File: src/rtl/uart_msg_ctl.sv
// UART-side message controller: echo / uppercase echo through a FIFO, or
// periodic / triggered sends of a host-written message, over valid/ready.
module uart_msg_ctl #(
    parameter int DW         = 8,
    parameter int FIFO_DEPTH = 16,
    parameter int MSG_DEPTH  = 32,
    parameter int PERIOD     = 100000000
) (
    input  logic                         clk,
    input  logic                         rst,
    input  logic [1:0]                   mode,
    input  logic                         trig,
    input  logic [DW-1:0]                rx_data,
    input  logic                         rx_valid,
    output logic [DW-1:0]                tx_data,
    output logic                         tx_valid,
    input  logic                         tx_ready,
    input  logic                         msg_we,
    input  logic [$clog2(MSG_DEPTH)-1:0] msg_addr,
    input  logic [DW-1:0]                msg_wdata,
    input  logic                         msg_len_we,
    input  logic [$clog2(MSG_DEPTH):0]   msg_len,
    output logic [$clog2(FIFO_DEPTH):0]  fifo_count,
    output logic                         ovf,
    output logic                         busy
);
    localparam int FAW = $clog2(FIFO_DEPTH);
    localparam int MAW = $clog2(MSG_DEPTH);
    localparam int CW  = $clog2(PERIOD);

    typedef enum logic [1:0] {IDLE, ECHO, SEND} state_t;

    state_t          state;
    logic [DW-1:0]   fifo_mem [FIFO_DEPTH];
    logic [FAW-1:0]  wr_ptr, rd_ptr;
    logic [DW-1:0]   msg_mem [MSG_DEPTH];
    logic [MAW:0]    len_reg, send_len, last_idx;
    logic [MAW-1:0]  idx;
    logic [CW-1:0]   per_cnt;
    logic            pending, per_mode_q;
    logic            full, push, pop, take, wrap, echo_mode;

    function automatic logic [DW-1:0] upcase(input logic [DW-1:0] b);
        if (b >= DW'(8'h61) && b <= DW'(8'h7A)) return b - DW'(8'h20);
        return b;
    endfunction

    assign echo_mode = (mode == 2'd0) || (mode == 2'd3);
    assign full      = (fifo_count == (FAW+1)'(FIFO_DEPTH));
    // A write colliding with a pop while full is still dropped.
    assign push      = rx_valid && !full;
    assign pop       = (state == IDLE) && echo_mode && (fifo_count != '0);
    assign take      = (state == IDLE) && !echo_mode && pending;
    assign wrap      = (mode == 2'd1) && (per_cnt == CW'(PERIOD - 1));
    assign last_idx  = send_len - 1'b1;
    assign busy      = (state != IDLE);

    // FIFO storage; contents need no reset since occupancy is tracked separately
    always_ff @(posedge clk) begin
        if (push) fifo_mem[wr_ptr] <= rx_data;
    end

    // FIFO pointers, occupancy and sticky overflow flag
    always_ff @(posedge clk or posedge rst) begin
        if (rst) begin
            wr_ptr     <= '0;
            rd_ptr     <= '0;
            fifo_count <= '0;
            ovf        <= 1'b0;
        end else begin
            if (push) wr_ptr <= wr_ptr + 1'b1;
            if (pop)  rd_ptr <= rd_ptr + 1'b1;
            case ({push, pop})
                2'b10:   fifo_count <= fifo_count + 1'b1;
                2'b01:   fifo_count <= fifo_count - 1'b1;
                default: fifo_count <= fifo_count;
            endcase
            if (rx_valid && full) ovf <= 1'b1;
        end
    end

    // Host-written message memory (not reset)
    always_ff @(posedge clk) begin
        if (msg_we) msg_mem[msg_addr] <= msg_wdata;
    end

    // Length register; the FSM snapshots it when a send starts
    always_ff @(posedge clk or posedge rst) begin
        if (rst)             len_reg <= '0;
        else if (msg_len_we) len_reg <= msg_len;
    end

    // Period counter and pending-send flag; a new request never stacks
    always_ff @(posedge clk or posedge rst) begin
        if (rst) begin
            per_cnt    <= '0;
            pending    <= 1'b0;
            per_mode_q <= 1'b0;
        end else begin
            per_mode_q <= (mode == 2'd1);
            if (mode != 2'd1 || wrap) per_cnt <= '0;
            else                      per_cnt <= per_cnt + 1'b1;
            if (per_mode_q && mode != 2'd1)         pending <= 1'b0;
            else if (wrap || (mode == 2'd2 && trig)) pending <= 1'b1;
            else if (take)                           pending <= 1'b0;
        end
    end

    // Main FSM: IDLE between echoed bytes, SEND drops valid between message bytes
    always_ff @(posedge clk or posedge rst) begin
        if (rst) begin
            state    <= IDLE;
            tx_data  <= '0;
            tx_valid <= 1'b0;
            idx      <= '0;
            send_len <= '0;
        end else begin
            case (state)
                IDLE: begin
                    if (pop) begin
                        tx_data  <= (mode == 2'd3) ? upcase(fifo_mem[rd_ptr]) : fifo_mem[rd_ptr];
                        tx_valid <= 1'b1;
                        state    <= ECHO;
                    end else if (take && len_reg != '0) begin
                        send_len <= len_reg;
                        idx      <= '0;
                        state    <= SEND;
                    end
                end
                ECHO: begin
                    if (tx_ready) begin
                        tx_valid <= 1'b0;
                        state    <= IDLE;
                    end
                end
                SEND: begin
                    if (!tx_valid) begin
                        tx_data  <= msg_mem[idx];
                        tx_valid <= 1'b1;
                    end else if (tx_ready) begin
                        tx_valid <= 1'b0;
                        if (idx == last_idx[MAW-1:0]) state <= IDLE;
                        else                          idx   <= idx + 1'b1;
                    end
                end
                default: state <= IDLE;
            endcase
        end
    end
endmodule

File: config.mk
export PLATFORM = sky130hd
export DESIGN_NAME = uart_msg_ctl
export DESIGN_NICKNAME = d
export VERILOG_FILES = /design/src/rtl/uart_msg_ctl.sv
export SDC_FILE = /design/constraint.sdc
export NUM_CORES = 1
export LEC_CHECK = 0
export CORE_AREA = 2 2 222 246
export DETAILED_ROUTE_END_ITERATION = 8
export DIE_AREA = 0 0 224 248
export SLEW_MARGIN = 20
export SYNTH_ARGS = -nofsm -noshare
export SYNTH_HDL_FRONTEND = slang
export SYNTH_SLANG_ARGS = --single-unit
File: constraint.sdc
create_clock -name clk -period 4.28 [get_ports clk]
set_clock_uncertainty 0.15 [all_clocks]
set_input_delay 0.856 -clock clk [delete_from_list [all_inputs] [get_ports clk]]
set_output_delay 0.856 -clock clk [all_outputs]
set_load 0.01 [all_outputs]
==> flow_metrics.py, run 1 <==
metrics = {
    "final_layout": {
        "antennaDiodeCount": 0,
        "layout-drive-gt1-share": 0.2057,
        "largest_reg_flops": 256,
        "instances_no_fill": 1800,
        "final_cell_mix": "384 x edfxtp_1, 102 x mux4_2, 86 x nor2_1",
        "reg_top3": "msg_mem (256), fifo_mem (128), per_cnt (27)",
        "nNetsFinal": 1137,
        "nFillCells": 4722,
        "area_growth_pct": 15.74,
        "regMostFlops": "msg_mem",
        "layout_commonest_cell": "edfxtp_1",
    },
    "timing": {
        "tns_ps": 0,
        "report.final.setup_viol": 0,
        "hold_viol": 0,
        "worst_pin_slew_ps": 1000,
        "fin_crit_ps": 3144,
        "finalMaxSlewViolations": 0,
        "whs_ps": 317.0,
        "fin_crit_sh": 0.7346,
        "slew_headroom": 0.3332,
        "fmax_ghz": 0.3181,
        "setup_slack_ps": 1136,
        "rsz0062_at_grt": "no",
    },
    "synth": {
        "ys_seq_area_frac": 0.7197,
        "synth-seq-cells": 454,
        "synth.distinct_cells": 55,
        "yosysWarnings": 0,
        "synthArstFlopShare": 0.1542,
        "synth_edf_count": 384,
        "synth_flop_cell": "edfxtp_1",
        "syn_nets": 1045,
        "synth.avg_cell_area_um2": 18.60,
        "syn_area_um2": 18460,
        "netlist_instances": 992,
    },
    "power": {
        "seq_power_share": 0.464,
        "p_int_mw": 8.501,
        "p_switching_mw": 3.100,
        "p_per_area_nw_per_um2": 543.1,
        "comb_power_share": 0.194,
        "clkPwrFrac": 0.342,
        "power.share.switching": 0.2672,
        "peakVddDrop_mv": 0.2979,
        "p_leak_nw": 7.007,
    },
    "worst_setup_path": {
        "worstPathCellList": "nor4_1 -> a21boi_1 -> buf_4 -> inv_1 -> ha_1 -> inv_1 -> fa_1 -> inv_1 -> a21o_1 -> a21oi_1 -> xnor2_1 -> nor2_1 -> xnor2_1",
        "path_max_fanout": 9,
        "timing.rr.end": "fifo_count[4]$_DFFE_PP0P_",
        "worstPathRequired_ps": 4580,
        "max_stage_delay_ps": 700,
        "arrival_ps": 3450,
        "critPathCaptureType": "flop",
        "cpMaxStageDelayCell": "nor4_1",
        "critPathLaunchType": "flop",
        "r2r-start": "fifo_count[1]$_DFFE_PP0P_",
        "worstRegToRegCells": 13,
        "cpMostUsedCell": "inv_1",
        "rrSetupSlack_ps": 1140,
        "worstSetupPathType": "reg2reg",
    },
    "clock_network": {
        "cts_max_level": 2,
        "clk_pin_slew_worst_paths_ps": 60,
        "cts_sinks": 454,
        "cts_tree": "built",
        "cts_buffers": 48,
        "postCtsHoldBufs": 0,
        "cts-root-buf": "clkbuf_16",
        "ctsResizeCount": 0,
        "post_cts_buffers": 0,
        "clk_latency_ps": 580,
        "clock_path_buffers": 3,
    },
    "die": {
        "die_w_um": 224,
        "placementRows": 89,
        "pin_count": 52,
        "start_util": 0.3474,
        "die-area_um2": 55550,
        "fp.coreArea_um2": 53120,
        "dieHeight_um": 248,
    },
    "global_route": {
        "grt_max_degree": 69,
        "track_usage": 0.1399,
        "grt_overflow_total": 0,
        "antenna_found_initial": 0,
        "grt_pass1_wl_um": 58430,
        "grt_pass1_vias": 9499,
    },
    "route": {
        "drt_wl_total_um": 37900,
        "drtIter0Drc": 643,
        "routed-via-count": 9178,
        "drc": 0,
        "drt_pass1_iterations": 5,
        "via_per_inst": 5.099,
        "drtAntennaViolNets": 0,
        "routedWlPerCell_um": 21.05,
    },
    "placed_design": {
        "place.gp.congestion": 0.7570,
        "dp.cells": 1716,
        "dp_slack_ps": 541.8,
        "dpl.hpwl_um": 23980,
        "io_buffers": 51,
    },
    "run": {
        "cap_violations": 0,
    },
    "min_path": {
        "hold_depth": 1,
        "hp-start": "ovf$_DFFE_PP0P_",
        "hold_class": "reg2reg",
        "whs_endpoint": "ovf$_DFFE_PP0P_",
    },
    "run_status": {
        "outcome": "complete, no violations",
    },
}
==> worst max-delay path, delay by kind of cell (launching register included) <==
family | cells | cell delay (ps)
AND/OR/NAND/NOR | 2 | 760
adder cells (fa/ha/maj) | 2 | 620
buffers and inverters | 4 | 440
flip-flops | 1 | 430
AO/OA/AOI/OAI | 3 | 370
XOR/XNOR | 2 | 260
==> worst max-delay path by stage <==
stage,from,endpoint,cells after the start
6_report,fifo_count[1]$_DFFE_PP0P_,fifo_count[4]$_DFFE_PP0P_,13
5_1_grt,fifo_count[1]$_DFFE_PP0P_,fifo_count[4]$_DFFE_PP0P_,13
4_1_cts,idx[0]$_DFFE_PP0P_,tx_data[7]$_DFFE_PP0P_,6
3_5_place_dp,mode[0],fifo_count[4]$_DFFE_PP0P_,15
3_3_place_gp,mode[0],fifo_count[4]$_DFFE_PP0P_,15
2_1_floorplan,mode[0],fifo_count[4]$_DFFE_PP0P_,14
==> kinds of logic after synthesis <==
logic type	after synthesis	share of synthesized area
xor+xnor	42	0.01993
mux	139	0.1577
fa+ha+maj	17	0.01193
flops	454	0.7197
simple gates	210	0.05322
compound gates	59	0.02041
buf+inv	71	0.01708
==> final cells by class <==
cell class	instances	area, um2	share of cell area
Inverter	26	97.59	0.004569
Clock buffer	64	1261	0.05905
Multi-Input combinational cell	467	4857	0.2274
Timing Repair Buffer	87	785.8	0.03679
Clock inverter	20	215.2	0.01008
Tap cell	682	853.3	0.03995
Sequential cell	454	13290	0.6222
==> cells in the mapped netlist (2+ instances only) <==
master / number / share of area
edfxtp_1: 384 / 0.62
mux4_2: 102 / 0.12
nor2_1: 86 / 0.017
dfrtp_1: 70 / 0.095
nand2_1: 43 / 0.0087
clkbuf_1: 28 / 0.0057
inv_1: 26 / 0.0053
o21ai_0: 26 / 0.0071
xnor2_1: 24 / 0.011
nand3_1: 23 / 0.0062
xor2_1: 18 / 0.0085
ha_1: 16 / 0.011
mux4_1: 14 / 0.020
mux2_2: 12 / 0.0073
mux2i_1: 11 / 0.0060
nor3_1: 11 / 0.0030
a21oi_1: 10 / 0.0027
buf_2: 8 / 0.0022
and3_1: 7 / 0.0024
nand4_1: 6 / 0.0020
and4_1: 5 / 0.0024
nand2b_1: 5 / 0.0017
nand3b_1: 5 / 0.0020
a21o_1: 4 / 0.0016
buf_1: 4 / 0.00081
nor2b_1: 4 / 0.0014
or3_1: 4 / 0.0014
a22oi_1: 3 / 0.0012
a221oi_1: 2 / 0.00095
buf_4: 2 / 0.00081
buf_6: 2 / 0.0012
nor3b_1: 2 / 0.00081
nor4_1: 2 / 0.00068
or3b_2: 2 / 0.00095
==> per-stage QoR <==
stage	utilization	instance area, um2	power, mW
floorplan	-	18460	6.944
global placement	0.3747	19900	7.710
detailed placement	0.3746	19900	7.762
CTS	0.4024	21370	11.75
global route	0.4021	21360	12.12
finish	0.4021	21360	11.60
==> routing by layer <==
layer  vias up  share of wire  wire length [um]  track usage
met2       204           0.49             18510       0.2300
met5         -              0                 0            0
met1      4809           0.44             16760       0.1918
li1       4118              -                 -            -
met3        47          0.050              1908      0.02699
met4         0          0.019               716      0.03647
==> power by group through the flow <==
stage | registers (mW) | clock network, mW | logic, mW
detailed placement | 5.48 | 0 | 2.29
global placement | 5.46 | 0 | 2.25
CTS | 5.39 | 4.07 | 2.30
global route | 5.43 | 4.24 | 2.46
floorplan | 5.36 | 0 | 1.59
finish | 5.38 | 3.97 | 2.25
Power figures use the tool's default switching activity.
==> run 2: changes to the inputs <==
- clock period: 4.28 -> 3.3 ns (I/O delays scaled with it)
==> run 2 against run 1 <==
Compared with the run above:
- clock power grew 30%
- sequential power grew 29%
- hold slack lost 1.6 ps
- sequential cell count is the same
==> flow_metrics.py, run 2 (synthesis gave the netlist of run 1 again) <==
metrics = {
    "clock_network": {
        "cts-root-buf": "clkbuf_16",
        "cts_max_level": 2,
        "post_cts_buffers": 0,
        "cts_tree": "built",
        "cts_buffers": 47,
        "clk_latency_ps": 570,
        "ctsResizeCount": 0,
        "cts_sinks": 454,
        "clock_path_buffers": 3,
        "clk_pin_slew_worst_paths_ps": 60,
        "postCtsHoldBufs": 0,
    },
    "route": {
        "drt_wl_total_um": 37820,
        "drtIter0Drc": 733,
        "routedWlPerCell_um": 20.44,
        "drt_pass1_iterations": 7,
        "drtAntennaViolNets": 0,
        "via_per_inst": 4.990,
        "drc": 0,
        "routed-via-count": 9232,
    },
    "global_route": {
        "grt_overflow_total": 0,
        "grt_pass1_vias": 9536,
        "antenna_found_initial": 0,
        "grt_max_degree": 69,
        "grt_pass1_wl_um": 58330,
        "track_usage": 0.1390,
    },
    "final_layout": {
        "nNetsFinal": 1185,
        "regMostFlops": "msg_mem",
        "area_growth_pct": 18.28,
        "antennaDiodeCount": 0,
        "layout-drive-gt1-share": 0.2320,
        "layout_commonest_cell": "edfxtp_1",
        "final_cell_mix": "384 x edfxtp_1, 102 x mux4_2, 86 x nor2_1",
        "largest_reg_flops": 256,
        "reg_top3": "msg_mem (256), fifo_mem (128), per_cnt (27)",
        "stdcell_area_um2": 21830,
        "instances_no_fill": 1850,
    },
    "power": {
        "power_mw": 15.14,
        "p_leak_nw": 7.286,
        "peakVddDrop_mv": 0.4912,
        "p_per_area_nw_per_um2": 693.6,
    },
    "worst_setup_path": {
        "worstSetupPathType": "reg2reg",
        "worstRegToRegCells": 7,
        "path_max_fanout": 15,
        "timing.rr.end": "tx_data[1]$_DFFE_PP0P_",
        "critPathCaptureType": "flop",
        "arrival_ps": 3260,
        "max_stage_delay_ps": 650,
        "critPathLaunchType": "flop",
        "cpMaxStageDelayCell": "dfrtp_4",
        "rrSetupSlack_ps": 330,
        "r2r-start": "idx[0]$_DFFE_PP0P_",
        "worstPathRequired_ps": 3590,
        "worstPathCellList": "buf_4 -> mux4_2 -> mux4_2 -> mux2i_1 -> nand2_1 -> o21ai_0 -> o21ai_0",
    },
    "die": {
        "dieHeight_um": 248,
        "fp.coreArea_um2": 53120,
        "start_util": 0.3474,
        "die_w_um": 224,
        "pin_count": 52,
        "die-area_um2": 55550,
        "placementRows": 89,
    },
    "min_path": {
        "hold_class": "reg2reg",
        "hp-start": "ovf$_DFFE_PP0P_",
        "hold_depth": 1,
        "whs_endpoint": "ovf$_DFFE_PP0P_",
    },
    "timing": {
        "slew_headroom": 0.4724,
        "hold_viol": 0,
        "fmax_ghz": 0.3369,
        "worst_pin_slew_ps": 790.3,
        "finalMaxSlewViolations": 0,
        "fin_crit_sh": 0.8996,
        "report.final.setup_viol": 0,
        "setup_slack_ps": 331.5,
        "whs_ps": 315.4,
        "rsz0062_at_grt": "no",
        "fin_crit_ps": 2969,
    },
    "placed_design": {
        "place.gp.congestion": 0.7510,
        "dp_slack_ps": -21.12,
        "dp.cells": 1765,
        "place_area_um2": 20330,
        "dpl.hpwl_um": 23940,
        "io_buffers": 51,
    },
    "run": {
        "cap_violations": 0,
    },
    "run_status": {
        "outcome": "complete, no violations",
    },
}
==> run 2: changes by cell type in the layout (fill, tap and decap cells not counted), sizes merged <==
cell           delta
buf              +45
clkdlybuf4s50     +4
clkinv            +3
clkbuf            -2
bufinv            +1
inv               -1
==> run 2: cell type report <==
class,instances,area [um2]
fillers,4688,31290
flip-flops and latches,454,13290
multi-input cells,467,4857
clock buffers,62,1254
repair buffers,136,1236
well taps,682,853.3
clock inverters,23,242.7
inverters,26,97.59
==> run 2: power by group <==
group	switching, mW	total (mW)	internal (mW)	leakage [nW]
Sequential	0.309	6.94	6.63	4.36
Clock	2.11	5.17	3.06	0.729
Combinational	1.53	3.03	1.49	2.20
Total	3.96	15.1	11.2	7.29
==> run 2: how the worst max path moves through the flow <==
stage	startpoint	endpoint	slack, ps	cells past startpoint
floorplan	mode[0]	fifo_count[4]$_DFFE_PP0P_	230	14
global placement	mode[0]	fifo_count[4]$_DFFE_PP0P_	-20	15
detailed placement	mode[0]	fifo_count[4]$_DFFE_PP0P_	-20	15
CTS	idx[0]$_DFFE_PP0P_	tx_data[4]$_DFFE_PP0P_	310	7
global route	idx[0]$_DFFE_PP0P_	tx_data[4]$_DFFE_PP0P_	180	7
finish	idx[0]$_DFFE_PP0P_	tx_data[1]$_DFFE_PP0P_	330	7
==> run 2: per-stage QoR <==
stage	TNS (ps)	util
2_1_floorplan	0	-
3_3_place_gp	-17.39	0.3828
3_5_place_dp	-21.12	0.3828
4_1_cts	0	0.4110
5_1_grt	0	0.4110
6_report	0	0.4110
==> run 2: critical path: cells and delay by family, from the launching register on <==
family / cells / cell delay [ps]
DFF: 1 / 650
and+or+nand+nor: 1 / 100
buffers and inverters: 1 / 270
AOI/OAI and AO/OA: 2 / 260
muxes: 3 / 1380
==> run 2: per-layer routing <==
metal / vias to the layer above / GRT usage / wire length [um]
met5: - / 0 / 0
met4: 0 / 0.03333 / 630
met3: 55 / 0.02616 / 1808
met2: 194 / 0.2294 / 18340
met1: 4772 / 0.1912 / 17040
li1: 4211 / - / -
